`src/rtl/final_bits_pkg.sv`:
```
// rtl/final_bits_pkg.sv - shared types and constants for the final-bits flusher
package final_bits_pkg;

    typedef enum logic {
        IDLE = 1'b0,
        EMIT = 1'b1
    } flush_state_t;

    localparam int FLUSH_M  = 'h3FFF;
    localparam int CNT_BIAS = 10;

    // Worst case chunk count: largest positive counter plus bias, rounded up to whole chunks.
    function automatic int MAX_CHUNKS(input int d_size, input int out_w);
        return ((1 << (d_size - 1)) - 1 + CNT_BIAS + out_w - 1) / out_w;
    endfunction

endpackage

```
`src/rtl/final_chunk_extract.sv`:
```
// rtl/final_chunk_extract.sv - signed-shift chunk extraction and tail mask for the flush loop
module final_chunk_extract #(
    parameter int OUT_W = 8,
    parameter int E_W   = 25,
    parameter int SH_W  = 6
) (
    input  logic [E_W-1:0]   e,
    input  logic [SH_W-1:0]  sh,
    output logic [OUT_W-1:0] data,
    output logic             carry,
    output logic [E_W-1:0]   e_masked
);

    localparam int P = 1 << (SH_W - 1);

    logic [E_W+P-1:0]  ext;
    logic [SH_W-1:0]   shamt;
    logic [OUT_W:0]    win;
    int                top;

    // Pre-padding by P zeros turns every signed shift into a plain right shift.
    always_comb begin
        ext   = {e, {P{1'b0}}};
        shamt = {~sh[SH_W-1], sh[SH_W-2:0]};
        win   = (OUT_W + 1)'(ext >> shamt);
        data  = win[OUT_W-1:0];
        carry = win[OUT_W];
        top   = int'($signed(sh)) + OUT_W;
        if (top >= E_W) begin
            e_masked = e;
        end else if (top <= 0) begin
            e_masked = '0;
        end else begin
            e_masked = e & ~({E_W{1'b1}} << top);
        end
    end

endmodule

```
`src/rtl/final_bits_flusher.sv`:
```
// rtl/final_bits_flusher.sv - sequential flush of the terminal (cnt, low) pair into output chunks
module final_bits_flusher
    import final_bits_pkg::*;
#(
    parameter int OUT_W     = 8,
    parameter int LOW_WIDTH = 24,
    parameter int D_SIZE    = 5
) (
    input  logic                 clk,
    input  logic                 reset,
    input  logic                 in_valid,
    output logic                 in_ready,
    input  logic [D_SIZE-1:0]    in_cnt,
    input  logic [LOW_WIDTH-1:0] in_low,
    output logic                 out_valid,
    input  logic                 out_ready,
    output logic [OUT_W-1:0]     out_data,
    output logic                 out_carry,
    output logic                 out_last,
    output logic                 done,
    output logic [2:0]           done_count
);

    localparam int E_W     = LOW_WIDTH + 1;
    localparam int SH_W    = D_SIZE + 1;
    localparam int CNT_W   = $clog2(MAX_CHUNKS(D_SIZE, OUT_W) + 1);
    localparam int SH_BIAS = 24;

    flush_state_t     state, state_next;
    logic [E_W-1:0]   e_q, e_init, e_masked, m_vec;
    logic [SH_W-1:0]  sh_q, sh_init;
    logic [CNT_W-1:0] remaining, k_q, k_init;
    logic             first_q, done_q;
    logic [2:0]       done_count_q;
    logic [OUT_W-1:0] chunk_data;
    logic             chunk_carry;
    logic             accept, take, last_take;
    int               c_i, s_i;

    always_comb begin
        m_vec   = E_W'(FLUSH_M);
        e_init  = ((E_W'(in_low) + m_vec) & ~m_vec) | (m_vec + E_W'(1));
        c_i     = int'($signed(in_cnt));
        s_i     = c_i + CNT_BIAS;
        sh_init = SH_W'(c_i + SH_BIAS - OUT_W);
        k_init  = (s_i <= 0) ? '0 : CNT_W'((s_i + OUT_W - 1) / OUT_W);
    end

    final_chunk_extract #(
        .OUT_W (OUT_W),
        .E_W   (E_W),
        .SH_W  (SH_W)
    ) u_extract (
        .e        (e_q),
        .sh       (sh_q),
        .data     (chunk_data),
        .carry    (chunk_carry),
        .e_masked (e_masked)
    );

    assign in_ready   = (state == IDLE);
    assign out_valid  = (state == EMIT);
    assign out_data   = out_valid ? chunk_data : '0;
    assign out_carry  = out_valid & first_q & chunk_carry;
    assign out_last   = out_valid & (remaining == CNT_W'(1));
    assign done       = done_q;
    assign done_count = done_count_q;

    assign accept    = in_ready & in_valid;
    assign take      = out_valid & out_ready;
    assign last_take = take & (remaining == CNT_W'(1));

    always_ff @(posedge clk or posedge reset) begin
        if (reset) begin
            state <= IDLE;
        end else begin
            state <= state_next;
        end
    end

    always_comb begin
        state_next = state;
        case (state)
            IDLE: if (accept && k_init != '0) state_next = EMIT;
            EMIT: if (last_take) state_next = IDLE;
            default: state_next = IDLE;
        endcase
    end

    always_ff @(posedge clk or posedge reset) begin
        if (reset) begin
            e_q          <= '0;
            sh_q         <= '0;
            remaining    <= '0;
            k_q          <= '0;
            first_q      <= 1'b0;
            done_q       <= 1'b0;
            done_count_q <= '0;
        end else begin
            done_q <= 1'b0;
            if (accept) begin
                e_q       <= e_init;
                sh_q      <= sh_init;
                remaining <= k_init;
                k_q       <= k_init;
                first_q   <= 1'b1;
                // Nothing to emit: report completion straight away.
                if (k_init == '0) begin
                    done_q       <= 1'b1;
                    done_count_q <= '0;
                end
            end else if (take) begin
                e_q       <= e_masked;
                sh_q      <= sh_q - SH_W'(OUT_W);
                remaining <= remaining - CNT_W'(1);
                first_q   <= 1'b0;
                if (last_take) begin
                    done_q       <= 1'b1;
                    done_count_q <= 3'(k_q);
                end
            end
        end
    end

endmodule

```
`config.mk`:
```
export PLATFORM = sky130hd
export DESIGN_NAME = final_bits_flusher
export DESIGN_NICKNAME = d
export VERILOG_FILES = /design/src/rtl/final_bits_pkg.sv /design/src/rtl/final_chunk_extract.sv /design/src/rtl/final_bits_flusher.sv
export SDC_FILE = /design/constraint.sdc
export NUM_CORES = 1
export LEC_CHECK = 0
export CORE_UTILIZATION = 51
export DETAILED_ROUTE_END_ITERATION = 16
export PLACE_DENSITY = 0.77
export SYNTH_ARGS = -nofsm -noshare
export SYNTH_HDL_FRONTEND = slang
export SYNTH_SLANG_ARGS = --single-unit
```
`constraint.sdc`:
```
create_clock -name clk -period 2.2 [get_ports clk]
set_clock_uncertainty 0.1 [all_clocks]
set_input_delay 0.22 -clock clk [delete_from_list [all_inputs] [get_ports clk]]
set_output_delay 0.22 -clock clk [all_outputs]
set_load 0.01 [all_outputs]
```
==> reports/metrics.csv, run 1 <==
stage,metric,value,unit
final_layout,antenna_cells_inserted,0,
min_path,hold_start,in_cnt[1],
setup_path,crit_top_cell,buf_6,
detailed_routing,drt_iter0_markers,481,
sta,hold_viol_final,0,
min_path,hold_path_end,sh_q[1]$_DFFE_PP0P_,
place,place_hpwl,9.84,mm
sta,slew_viol_final,0,
floorplanning,die_y,89.4,µm
sta,timing.final.crit_share,1.25,
job,max_cap_viol_count,0,
sta,max_clock_freq,0.363,GHz
floorplanning,core,7330,µm²
cts,clk_pin_slew,90,ps
yosys,avgSynthCellArea,8.95,µm²
detailed_routing,avgViaCountPerCell,6.67,
yosys,synth.net_count,476,
min_path,whs_path_depth,4,
final_layout,fin_nets,639,
yosys,synth-seq-cells,43,
cts,cts.path.max_buffers,2,
setup_path,critical_path_arrival,2430,ps
final_layout,area_delta_synth_final,54.4,%
setup_path,cp.required,1880,ps
cts,cts-root-buf,clkbuf_8,
sta,setup_viol,16,
yosys,synthTopCellsByArea,"dfrtp_1 (28%), mux2i_1 (11%), mux4_2 (7.5%)",
sta,worstMarginPinSlew,808,ps
setup_path,path_buf_inv,3,
sta,setup_ws,-552,ps
detailed_routing,antenna_left,0,
floorplanning,start_util,0.531,
floorplanning,die_w,89.4,µm
yosys,yosysTopAreaCell,dfrtp_1,
yosys,synth_edf_count,0,
setup_path,worstSetupEndpointType,output port,
cts,cts_tree,yes,
sta,tns,-4670,ps
setup_path,cpPeakStageDelay,520,ps
cts,clock_sinks,43,
detailed_routing,totalWireLength,15.6,mm
setup_path,crit_fanout,6,
floorplanning,ios,49,
final_layout,fill_cells,396,
setup_path,reg2reg_to,e_q[19]$_DFFE_PP0P_,
min_path,hp-class,input port to flip-flop,
yosys,synth.distinct_cells,70,
yosys,netlist_area,3890,µm²
cts,cts_max_level,2,
detailed_routing,dr.pass1.iters,5,
setup_path,ff2ff_setup_slack,-40,ps
cts,numCtsBuffers,5,
pwr,ir_drop,0.000947,V
detailed_routing,wl_per_cell,22.3,µm
yosys,async_flop_share,1.00,
pwr,total_power,7.93,mW
final_layout,utilization,0.821,
final_layout,final_cell_mix,"buf_4 (113), nand2_1 (45), dfrtp_1 (40)",
sta,timing.slew.headroom,0.455,
outcome,status,"complete, but fails checks",
sta,finalCriticalPeriod,2750,ps
place,io_buffers,48,
detailed_routing,via_count,4657,
floorplanning,die-area,7990,µm²
yosys,netlist_instances,435,
global_route,grtUsageTotal,0.370,
outcome,violations,setup timing,
final_layout,layout-drive-gt1-share,0.407,
setup_path,worstSetupStartpointType,flip-flop,
setup_path,reg2regPathDepth,10,
global_route,antenna_found_initial,0,
floorplanning,fp-row-count,31,
setup_path,r2r-start,sh_q[2]$_DFFE_PP0P_,
cts,insertion_delay,300,ps
yosys,ys_seq_area_frac,0.276,
final_layout,layout_commonest_cell,buf_4,
yosys,yosys_most_used_dff,dfrtp_1,
sta,rsz0062_at_grt,true,
global_route,grt_remaining_overflow,0,
yosys,yosys_warnings,0,
setup_path,path_cells,buf_6 > buf_6 > mux4_2 > mux2i_4 > nor3_2 > o2111a_1 > a41o_1 > buf_2,
global_route,grt_max_degree,44,
setup_path,cpLargestDelayFamily,multiplexers,
setup_path,worstSetupPathType,flip-flop to output port,
pwr,total_leakage_power,2.63,nW
detailed_routing,drc,0,
global_route,grt_pass1_wl,21.7,mm
pwr,p_per_area,1320,nW/µm²
global_route,grt_pass1_vias,4227,
yosys,synth_top_area_share,0.276,
setup_path,slowest_stage,mux4_2,
place,place.gp.congestion,0.935,
[registers in the layout, summed over array words and instances (netlist names)]
register	flops
first_q	1
done_count	3
remaining	3
out_valid	1
done	1
sh_q	6
e_q	25
k_q	3
[through the flow]
step | setup WS (ps) | hold slack (ps) | cell area (µm²) | cells
final | -552 | 163 | 6020 | 698
after global routing | -602 | 177 | 6020 | 698
after CTS | -507 | 156 | 5640 | 678
after detailed placement | -965 | 354 | 5200 | 655
after global placement | -838 | 346 | 5200 | 655
after floorplan | -237 | 237 | 3970 | 435
[cells in the mapped netlist, drive strengths merged, types with 8 or more instances]
cell type,count
a21oi,20
a31oi,8
and3,8
buf,22
clkbuf,11
dfrtp,43
ha,8
inv,13
mux2,10
mux2i,42
mux4,15
nand2,47
nand3,12
nor2,26
nor3,9
o21ai,28
o22ai,8
[power by group]
group	total, mW	switching, mW	leakage (nW)	internal [mW]
Sequential	1.27	0.249	0.553	1.02
Clock	0.641	0.299	0.0548	0.342
Combinational	6.02	3.08	2.03	2.95
[worst max path at each step]
| stage | from | end | depth (start not counted) |
|---|---|---|---|
| after CTS | sh_q[1]$_DFFE_PP0P_ | out_carry | 8 |
| after detailed placement | in_cnt[1] | done$_DFF_PP0_ | 14 |
| after floorplan | in_cnt[1] | out_valid$_DFF_PP0_ | 11 |
| after global routing | sh_q[1]$_DFFE_PP0P_ | out_data[2] | 8 |
| after global placement | in_cnt[1] | done$_DFF_PP0_ | 12 |
| final | sh_q[1]$_DFFE_PP0P_ | out_carry | 8 |
[what timing repair did]
item / in CTS / in global routing
cloned: 2 / 0
resized for setup: 87 / 58
setup buffers: 14 / 23
pin swaps: 19 / 13
hold buffers: 0 / 0
setup endpoints to repair: 25 / 27
[worst reg2reg max path, delay by kind of cell (launching register included)]
family | cells | cell delay, ps
buffers and inverters | 5 | 730
AOI/OAI and AO/OA | 3 | 550
DFF | 1 | 470
and+or+nand+nor | 2 | 270
[layer usage]
metal / vias up / GRT usage / wire (µm)
met5: - / 0 / 0
met4: 0 / 0.205 / 935
met3: 98 / 0.0896 / 1410
met2: 346 / 0.605 / 7530
met1: 2232 / 0.449 / 5680
li1: 1981 / - / -
[final cells by class]
type,count,area [µm²],share of cell area
clock buffers,5,68.8,0.0114
clock inverters,3,46.3,0.00770
inverters,14,56.3,0.00936
multi-input cells,345,2970,0.494
flip-flops and latches,43,1080,0.179
well taps,99,124,0.0206
repair buffers,189,1670,0.278
[logic make-up after synthesis]
family / count (synthesis) / synth area share
buffers and inverters: 47 / 0.0572
and+or+nand+nor: 142 / 0.185
DFF: 43 / 0.276
xor gates and xnor gates: 14 / 0.0315
adders and majority gates: 8 / 0.0257
AOI/OAI and AO/OA: 114 / 0.199
muxes: 67 / 0.226
No activity file was read; power rests on OpenSTA's default activity.
==> run 2, diff against run 1 <==
--- a/config.mk
+++ b/config.mk
@@ -5,9 +5,9 @@
 export SDC_FILE = /design/constraint.sdc
 export NUM_CORES = 1
 export LEC_CHECK = 0
-export CORE_UTILIZATION = 51
+export CORE_UTILIZATION = 50
 export DETAILED_ROUTE_END_ITERATION = 16
-export PLACE_DENSITY = 0.77
+export PLACE_DENSITY = 0.76
 export SYNTH_ARGS = -nofsm -noshare
 export SYNTH_HDL_FRONTEND = slang
 export SYNTH_SLANG_ARGS = --single-unit
==> reports/metrics.csv, run 2 (synthesized netlist as in run 1, its figures left out) <==
stage,metric,value,unit,change
pwr,p_int,4.29,mW,-0.43%
global_route,grtUsageTotal,0.345,,-0.0249
cts,cts_tree,yes,,
floorplanning,fp-row-count,31,,unchanged
setup_path,ff2ff_setup_slack,-240,ps,-200 ps
global_route,grt_max_degree,44,,unchanged
final_layout,fin_nets,637,,-0.31%
cts,cts.path.max_buffers,2,,unchanged
detailed_routing,dr.pass1.iters,5,,unchanged
final_layout,largest_reg_flops,25,,unchanged
sta,timing.slew.headroom,0.412,,-0.0429
global_route,grt_pass1_wl,21.9,mm,+1.1%
sta,slew_viol_final,0,,unchanged
setup_path,critical_path_arrival,2330,ps,-100 ps
place,place_hpwl,9.85,mm,+0.11%
final_layout,area_delta_synth_final,52.9,%,
pwr,total_leakage_power,2.62,nW,-0.65%
outcome,violations,setup timing,,
setup_path,worstSetupEndpointType,output port,,
sta,worstMarginPinSlew,871,ps,+63.5 ps
final_layout,layout-drive-gt1-share,0.410,,+0.00304
detailed_routing,antenna_left,0,,unchanged
final_layout,largest_registers,"e_q x25, sh_q x6",,
pwr,pwr-share-comb,0.760,,about the same
sta,tns,-4490,ps,+186 ps
pwr,p_sw,3.57,mW,-1.6%
cts,clock_sinks,43,,unchanged
setup_path,cpPeakStageDelay,500,ps,-20 ps
setup_path,slowest_stage,mux4_2,,
setup_path,worstSetupStartpointType,flip-flop,,
sta,max_clock_freq,0.378,GHz,+4.0%
pwr,switching_share,0.454,,-0.00295
outcome,status,"complete, but fails checks",,
global_route,grt_remaining_overflow,0,,unchanged
setup_path,worstSetupPathType,flip-flop to output port,,
pwr,pwr-share-seq,0.157,,-0.003
min_path,hp-class,input port to flip-flop,,
final_layout,final_cell_mix,"buf_4 (114), nand2_1 (47), dfrtp_1 (39)",,
final_layout,regMostFlops,e_q,,
cts,cts_max_level,2,,unchanged
min_path,hold_start,in_cnt[2],,
final_layout,antenna_cells_inserted,0,,unchanged
detailed_routing,totalWireLength,15.1,mm,-2.9%
cts,insertion_delay,320,ps,+20 ps
job,max_cap_viol_count,0,,unchanged
detailed_routing,wl_per_cell,21.7,µm,-2.6%
sta,setup_ws,-447,ps,+106 ps
detailed_routing,via_count,4561,,-2.1%
sta,hold_viol_final,0,,unchanged
cts,numCtsBuffers,5,,unchanged
place,place.gp.congestion,0.915,,-2.1%
floorplanning,ios,49,,unchanged
setup_path,reg2reg_to,e_q[22]$_DFFE_PP0P_,,
detailed_routing,drc,0,,unchanged
global_route,grt_pass1_vias,4314,,+2.1%
setup_path,path_cells,buf_6 > buf_12 > mux4_2 > mux2i_2 > nor3_1 > o2111a_1 > a41o_1 > buf_2,,
floorplanning,die_w,90.3,µm,+0.97%
setup_path,crit_fanout,4,,-2
sta,rsz0062_at_grt,true,,
pwr,total_power,7.86,mW,-0.97%
setup_path,cp.required,1880,ps,about the same
final_layout,utilization,0.804,,-0.0165
floorplanning,die_y,90.3,µm,+0.97%
min_path,whs_path_depth,4,,unchanged
setup_path,r2r-start,sh_q[2]$_DFFE_PP0P_,,
cts,cts-root-buf,clkbuf_8,,
global_route,antenna_found_initial,0,,unchanged
sta,setup_viol,16,,unchanged
pwr,share_clk_of_total_power,0.083,,+0.002
sta,finalCriticalPeriod,2650,ps,-106 ps
pwr,p_per_area,1320,nW/µm²,about the same
cts,clk_pin_slew,90,ps,about the same
sta,timing.final.crit_share,1.20,,-0.0480
pwr,ir_drop,0.000818,V,-14%
min_path,hold_path_end,sh_q[2]$_DFFE_PP0P_,,
setup_path,reg2regPathDepth,9,,-1
detailed_routing,avgViaCountPerCell,6.55,,-1.8%
detailed_routing,drt_iter0_markers,412,,-14%
floorplanning,core,7410,µm²,+1.1%
floorplanning,die-area,8150,µm²,+2.0%
place,io_buffers,48,,unchanged
floorplanning,start_util,0.526,,-0.00556
sta,holdWs,148,ps,-14.6 ps
final_layout,layout_commonest_cell,buf_4,,
-- run 2: how the worst max path moves through the flow --
stage	from	to	slack, ps	depth (start not counted)
after floorplan	in_cnt[1]	out_valid$_DFF_PP0_	-240	11
after global placement	in_cnt[1]	done$_DFF_PP0_	-830	12
after detailed placement	in_cnt[1]	done_count[1]$_DFFE_PP0P_	-970	12
after CTS	sh_q[1]$_DFFE_PP0P_	out_carry	-430	8
after global routing	sh_q[1]$_DFFE_PP0P_	out_carry	-520	8
final	sh_q[1]$_DFFE_PP0P_	out_carry	-450	8
-- run 2: timing repair --
action | CTS | global route
resized for setup | 102 | 53
gates cloned | 2 | 0
endpoints found under the setup margin | 30 | 25
setup buffers | 15 | 15
hold buffers | 0 | 0
pin swaps | 23 | 22
-- run 2: layout make-up --
type / instances / area (µm²)
Multi-Input combinational cell: 345 / 2920
Timing Repair Buffer: 187 / 1650
Fill cell: 440 / 1450
Sequential cell: 43 / 1080
Tap cell: 99 / 124
Clock buffer: 5 / 68.8
Inverter: 14 / 63.8
Clock inverter: 3 / 46.3
-- run 2: critical path: cells and delay by family, from the launching register on --
kind,cells,cell delay [ps]
flops,1,440
mux,2,700
compound gates,2,440
buf+inv,3,370
simple gates,1,60
-- run 2: power by group through the flow --
stage | combinational, mW | clock (mW) | sequential (mW)
final | 5.97 | 0.649 | 1.24
after global routing | 6.27 | 0.687 | 1.26
after CTS | 5.08 | 0.651 | 1.23
after detailed placement | 4.44 | 0 | 1.26
after global placement | 4.33 | 0 | 1.25
after floorplan | 2.63 | 0 | 1.20
-- run 2: per-stage QoR --
| stage | setup slack, ps | cell area [µm²] | cells |
|---|---|---|---|
| final | -447 | 5960 | 696 |
| after global routing | -522 | 5960 | 696 |
| after CTS | -428 | 5660 | 683 |
| after detailed placement | -970 | 5240 | 658 |
| after global placement | -835 | 5240 | 658 |
| after floorplan | -237 | 3970 | 435 |
-- run 2: per-layer routing --
layer	routed length [µm]	global-route usage	share of wire	vias to the layer above
met2	7320	0.583	0.48	302
met5	0	0	0	-
met3	1290	0.0387	0.085	92
li1	-	-	-	1961
met1	5430	0.431	0.36	2206
met4	1070	0.188	0.071	0
==> variant 1, RTL diff (settings of run 1) <==
Put one more register stage on the output `done_count`, cleared by the reset. The value now appears one clock later. The other outputs are not delayed to match.
--- a/src/rtl/final_bits_flusher.sv
+++ b/src/rtl/final_bits_flusher.sv
@@ -65,5 +65,11 @@
     assign out_last   = out_valid & (remaining == CNT_W'(1));
     assign done       = done_q;
-    assign done_count = done_count_q;
+    always_ff @(posedge clk or posedge reset) begin
+        if (reset) begin
+            done_count <= '0;
+        end else begin
+            done_count <= done_count_q;
+        end
+    end
 
     assign accept    = in_ready & in_valid;
Function: changed (a bounded check fails within 4 cycles, from zero or initial values and one cycle with reset high).
==> variant 1 against run 1 <==
The flow still finishes with violations (negative setup slack); area after synthesis fell by 1.9%; routed wire length rose by 1.7%; combinational power fell by 1%; power rose by 1.1%; sequential cell count rose by 3; final area fell by 1.9%; via count rose by 1.3%; worst setup slack improved by 0.017 ns; count of clock-buffer cells in the layout did not move; fmax rose by 0.61%; sequential power rose by 10%; register-to-register slack got worse by 0.21 ns; critical endpoint unchanged.
==> variant 1: results (changes against run 1) <==
| Metric | Value |
|---|---|
| Sequential share of the synthesized area | 30.1% (+2.5 points) |
| Hpwl dp | 9.25 mm (-6.0%) |
| Failing checks | negative setup slack |
| Status | complete, but fails checks |
| # setup viols final | 27 (+11) |
| Final worst setup slack | -0.536 ns (+0.0166 ns) |
| First-pass GRT wire length | 21.3 mm (-1.9%) |
| DRT Wirelength | 15.8 mm (+1.7%) |
| Number of fill cells | 420 (+6.1%) |
| RePlAce Congestion | 0.986 (+5.4%) |
| Routed vias/inst | 6.76 (+1.3%) |
| Largest net degree at the start of global routing | 22 (-50%) |
| Setup TNS | -6.42 ns (-1.75 ns) |
| GRT Overall Usage | 35.9% (-1.1 points) |
| Worst VDD drop | 0.000694 V (-27%) |
| Pre-antenna DRT Iters | 6 (+1) |
| Synth top area cells | dfrtp_1 (30%), mux2i_1 (8.6%), mux2_2 (5.0%) |
| Worst Hold Class | in -> async |
| Vias in the first global route | 4335 (+2.6%) |
| Synthesized Nets | 482 (+1.3%) |
| Area fraction in compound gates after synthesis | 20.5% (+0.67 points) |
| Relative slew slack | 66.8% (+21 points) |
| Post-Synth XOR/XNOR Area | 3.44% (+0.29 points) |
| Synth Instances | 441 (+1.4%) |
| Leakage power | 2.61 nW (-0.95%) |
| Initial DRC count | 529 (+10%) |
| Distinct cells, synth | 62 (-11%) |
| Post-placement cell count | 671 (+2.4%) |
| Layout cells sized above 1 | 42.1% (+1.3 points) |
variant 1: cell types whose count changed after synthesis, sizes merged, moves of 7 or more:
cell and delta:
o21a +7, mux2i -9, buf -8, mux4 -7
mux2 +8, nand3 +7, a21boi +7
variant 1: layout make-up:
type                       count  area share, %
tap                           99           2.10
inverter                      18           1.14
clock inverter                 3          0.742
multi-input combinational    347           48.9
clock buffer                   5           1.17
timing repair buffer         180           26.4
sequential                    46           19.6
variant 1: final timing paths:
check / start / endpoint / slack (ns) / cells past startpoint
max in group asynchronous: reset / sh_q[0]$_DFFE_PP0P_ / 1.38 / 3
worst min register to register: done_count_q[2]$_DFFE_PP0P_ / done_count[2]$_DFF_PP0_ / 0.31 / 0
worst max register to register: sh_q[1]$_DFFE_PP0P_ / e_q[20]$_DFFE_PP0P_ / -0.25 / 8
worst min-delay path: reset / e_q[2]$_DFFE_PP0P_ / 0.1 / 2
worst max-delay path: sh_q[1]$_DFFE_PP0P_ / out_carry / -0.54 / 9
min in group clk: in_cnt[1] / sh_q[1]$_DFFE_PP0P_ / 0.16 / 4
variant 1: power by group through the flow:
stage          clock [W]  sequential [W]  combinational, W
2_1_floorplan          0         0.00127           0.00265
3_3_place_gp           0         0.00134           0.00432
3_5_place_dp           0         0.00135           0.00441
4_1_cts         0.000647         0.00135           0.00500
5_1_grt         0.000693         0.00142           0.00614
6_report        0.000668         0.00140           0.00595
variant 1: metal layers:
layer / wire, um / GRT usage, %
met1: 5570 / 44.5
met3: 1600 / 6.62
met4: 1140 / 19.4
met5: 0 / 0
met2: 7500 / 59.4
variant 1: per-stage QoR:
| step | setup slack, ns | cell area, sq um |
|---|---|---|
| after floorplan | 0.0199 | 3870 |
| after global placement | -0.621 | 5210 |
| after detailed placement | -0.744 | 5210 |
| after CTS | -0.485 | 5590 |
| after global routing | -0.769 | 5900 |
| final | -0.536 | 5900 |
variant 1: worst max-delay path: cells and delay by family, from the launching register on:
kind | cells | cell delay [ns]
buf+inv | 4 | 0.53
mux | 2 | 0.80
compound gates | 2 | 0.30
simple gates | 1 | 0.07
flops | 1 | 0.41
variant 1: cell families (layout without fill, tap and decap cells):
logic type | count (synthesis) | in the layout
and+or+nand+nor | 146 | 146
AOI/OAI and AO/OA | 118 | 119
muxes | 59 | 59
buffers and inverters | 49 | 206
DFF | 46 | 46
xor gates and xnor gates | 15 | 15
adders and majority gates | 8 | 8
variant 1: timing repair:
action	CTS	global route
buffers inserted	11	8
endpoints found under the setup margin	43	40
gates cloned	1	1
gates resized for setup	109	67
pin swaps	38	32
==> variant 2, RTL diff (flow settings as in run 1) <==
Made on the original files. Reset style: synchronous (`reset`), changed in 2 clocked blocks.
--- a/src/rtl/final_bits_flusher.sv
+++ b/src/rtl/final_bits_flusher.sv
@@ -71,5 +71,5 @@
     assign last_take = take & (remaining == CNT_W'(1));
 
-    always_ff @(posedge clk or posedge reset) begin
+    always_ff @(posedge clk) begin
         if (reset) begin
             state <= IDLE;
@@ -88,5 +88,5 @@
     end
 
-    always_ff @(posedge clk or posedge reset) begin
+    always_ff @(posedge clk) begin
         if (reset) begin
             e_q          <= '0;
Formal check against the unedited RTL: differs if reset is asserted again (counterexample within 4 cycles, from zero or initial values and one cycle with reset high); with reset held inactive, the same outputs for 4 cycles.
==> variant 2 against run 1 <==
The run still ends with negative setup slack left; final area down 12%; worst setup slack better by 0.28 ns; register-to-register slack better by 0.06 ns; area after synthesis down 4.5%; sequential cell count unchanged; routed wire length down 20%; final cell count down 3.9%; first-iteration DRC count up 33%; critical endpoint is now out_data[7]; highest routed layer unchanged.
Power is not compared: it rests on default switching activity, and its combinational part moved more than twofold at a synthesized area within 25%.
==> variant 2: results (changes against run 1) <==
| Metric | Value |
|---|---|
| Vias | 4285 (-8.0%) |
| # setup viols final | 9 (-7) |
| Nets | 615 (-3.8%) |
| Post-synth ARST share | 0% (-100 points) |
| YS warnings | 0 (unchanged) |
| Layout cells sized above 1 | 32.5% (-8.2 points) |
| CP arrival | 2.15 ns (-0.28 ns) |
| Status | complete, but fails checks |
| Distinct cells, synth | 67 (-4.3%) |
| Failing checks | negative setup slack |
| Initial DRC count | 640 (+33%) |
| Critical path peak fanout | 5 (-1) |
| Synth top area cells | dfxtp_1 (23%), mux4_2 (9.7%), mux2i_1 (5.1%) |
| Hpwl dp | 8.77 mm (-11%) |
| Pre-antenna DRT Iters | 7 (+2) |
| Sequential share of the synthesized area | 23.1% (-4.5 points) |
| Synth cell count leaders | nand2_1 (44), dfxtp_1 (43), a21oi_1 (34) |
| # H-tree levels | 2 (unchanged) |
| Relative slew slack | 55.8% (+10 points) |
| DRT Wirelength | 12.5 mm (-20%) |
| Top flop regs | e_q: 25 flops, sh_q: 6 flops |
| First-pass GRT wire length | 19.5 mm (-10%) |
| Post-placement cell count | 650 (-0.76%) |
| Final worst setup slack | -0.272 ns (+0.280 ns) |
| Vias in the first global route | 4122 (-2.5%) |
| Largest net degree at the start of global routing | 27 (-39%) |
| GRT Overall Usage | 32.7% (-4.3 points) |
| WL/cell | 18.6 um (-17%) |
| Initial antenna violation count | 0 (unchanged) |
| Avg Synthesized Cell Area | 8.23 sq um (-8.1%) |
| Synthesized Nets | 493 (+3.6%) |
| RePlAce Congestion | 0.959 (+2.6%) |
## variant 2: cell count changes in the layout (fill, tap and decap cells not counted), moves of 9 or more
cell     before  now
dfrtp_1      40    0
dfxtp_1       0   40
buf_4       113   88
a21oi_1      16   31
buf_6        20    7
mux2i_1      25   12
o32ai_1       0    9
## variant 2: final timing paths
check / from / to / slack, ns / cells past startpoint
setup / recovery: sh_q[0]$_SDFFE_PP0P_ / out_data[7] / -0.27 / 8
hold reg to reg: e_q[13]$_SDFFE_PP0P_ / e_q[13]$_SDFFE_PP0P_ / 0.36 / 2
setup reg to reg: sh_q[4]$_SDFFE_PP0P_ / e_q[11]$_SDFFE_PP0P_ / 0.02 / 8
hold / removal: in_cnt[2] / sh_q[2]$_SDFFE_PP0P_ / 0.22 / 4
## variant 2: final cells by class
cell class	count	area, sq um
multi-input combinational	358	2820
fill	458	1620
timing repair buffer	148	1280
sequential	43	872
tap	96	120
clock buffer	7	97.6
inverter	18	67.6
clock inverter	1	30.0
## variant 2: worst reg2reg max path, stage by stage, from the launching register on
cell and delay [ns]:
dfxtp_1 0.40, inv_1 0.17, ha_1 0.32, buf_4 0.18
nand2b_1 0.24, buf_4 0.19, a21oi_1 0.14, o21ai_0 0.12
and3_1 0.22
## variant 2: kinds of logic (layout without fill, tap and decap cells)
group	count (synthesis)	after routing	synth area share, %
AO/OA/AOI/OAI	121	122	21.8
buffers and inverters	52	174	6.66
adder cells (fa/ha/maj)	8	8	2.69
flip-flops	43	43	23.1
multiplexers	44	44	17.9
XOR/XNOR	19	19	4.48
AND/OR/NAND/NOR	165	165	23.3
## variant 2: per-stage QoR
stage	TNS, ns	instance area (sq um)	total power [W]	setup WS (ns)	hold slack, ns
2_1_floorplan	0	3810	0.00149	0.00413	0.256
3_3_place_gp	-7.65	4890	0.00188	-0.511	0.339
3_5_place_dp	-8.62	4890	0.00191	-0.589	0.354
4_1_cts	-1.56	5160	0.00262	-0.208	0.340
5_1_grt	-2.40	5280	0.00283	-0.302	0.234
6_report	-1.93	5280	0.00272	-0.272	0.218
## variant 2: repair_timing
| action | in CTS | in global routing |
|---|---|---|
| gates resized for setup | 70 | 32 |
| buffers inserted | 9 | 2 |
| gates cloned | 1 | 1 |
| setup endpoints to repair | 17 | 33 |
| pin swaps | 19 | 12 |
## variant 2: metal layers
layer | track usage, % | routed length, um
met3 | 6.35 | 1220
met5 | 0 | 0
met2 | 54.3 | 5990
met4 | 12.4 | 403
met1 | 41.8 | 4870
## variant 2: report_power, final
part | total, W | switching [W] | internal (W)
Sequential | 0.000883 | 0.0000583 | 0.000824
Combinational | 0.00115 | 0.000604 | 0.000546
Clock | 0.000690 | 0.000282 | 0.000408
Total | 0.00272 | 0.000944 | 0.00178
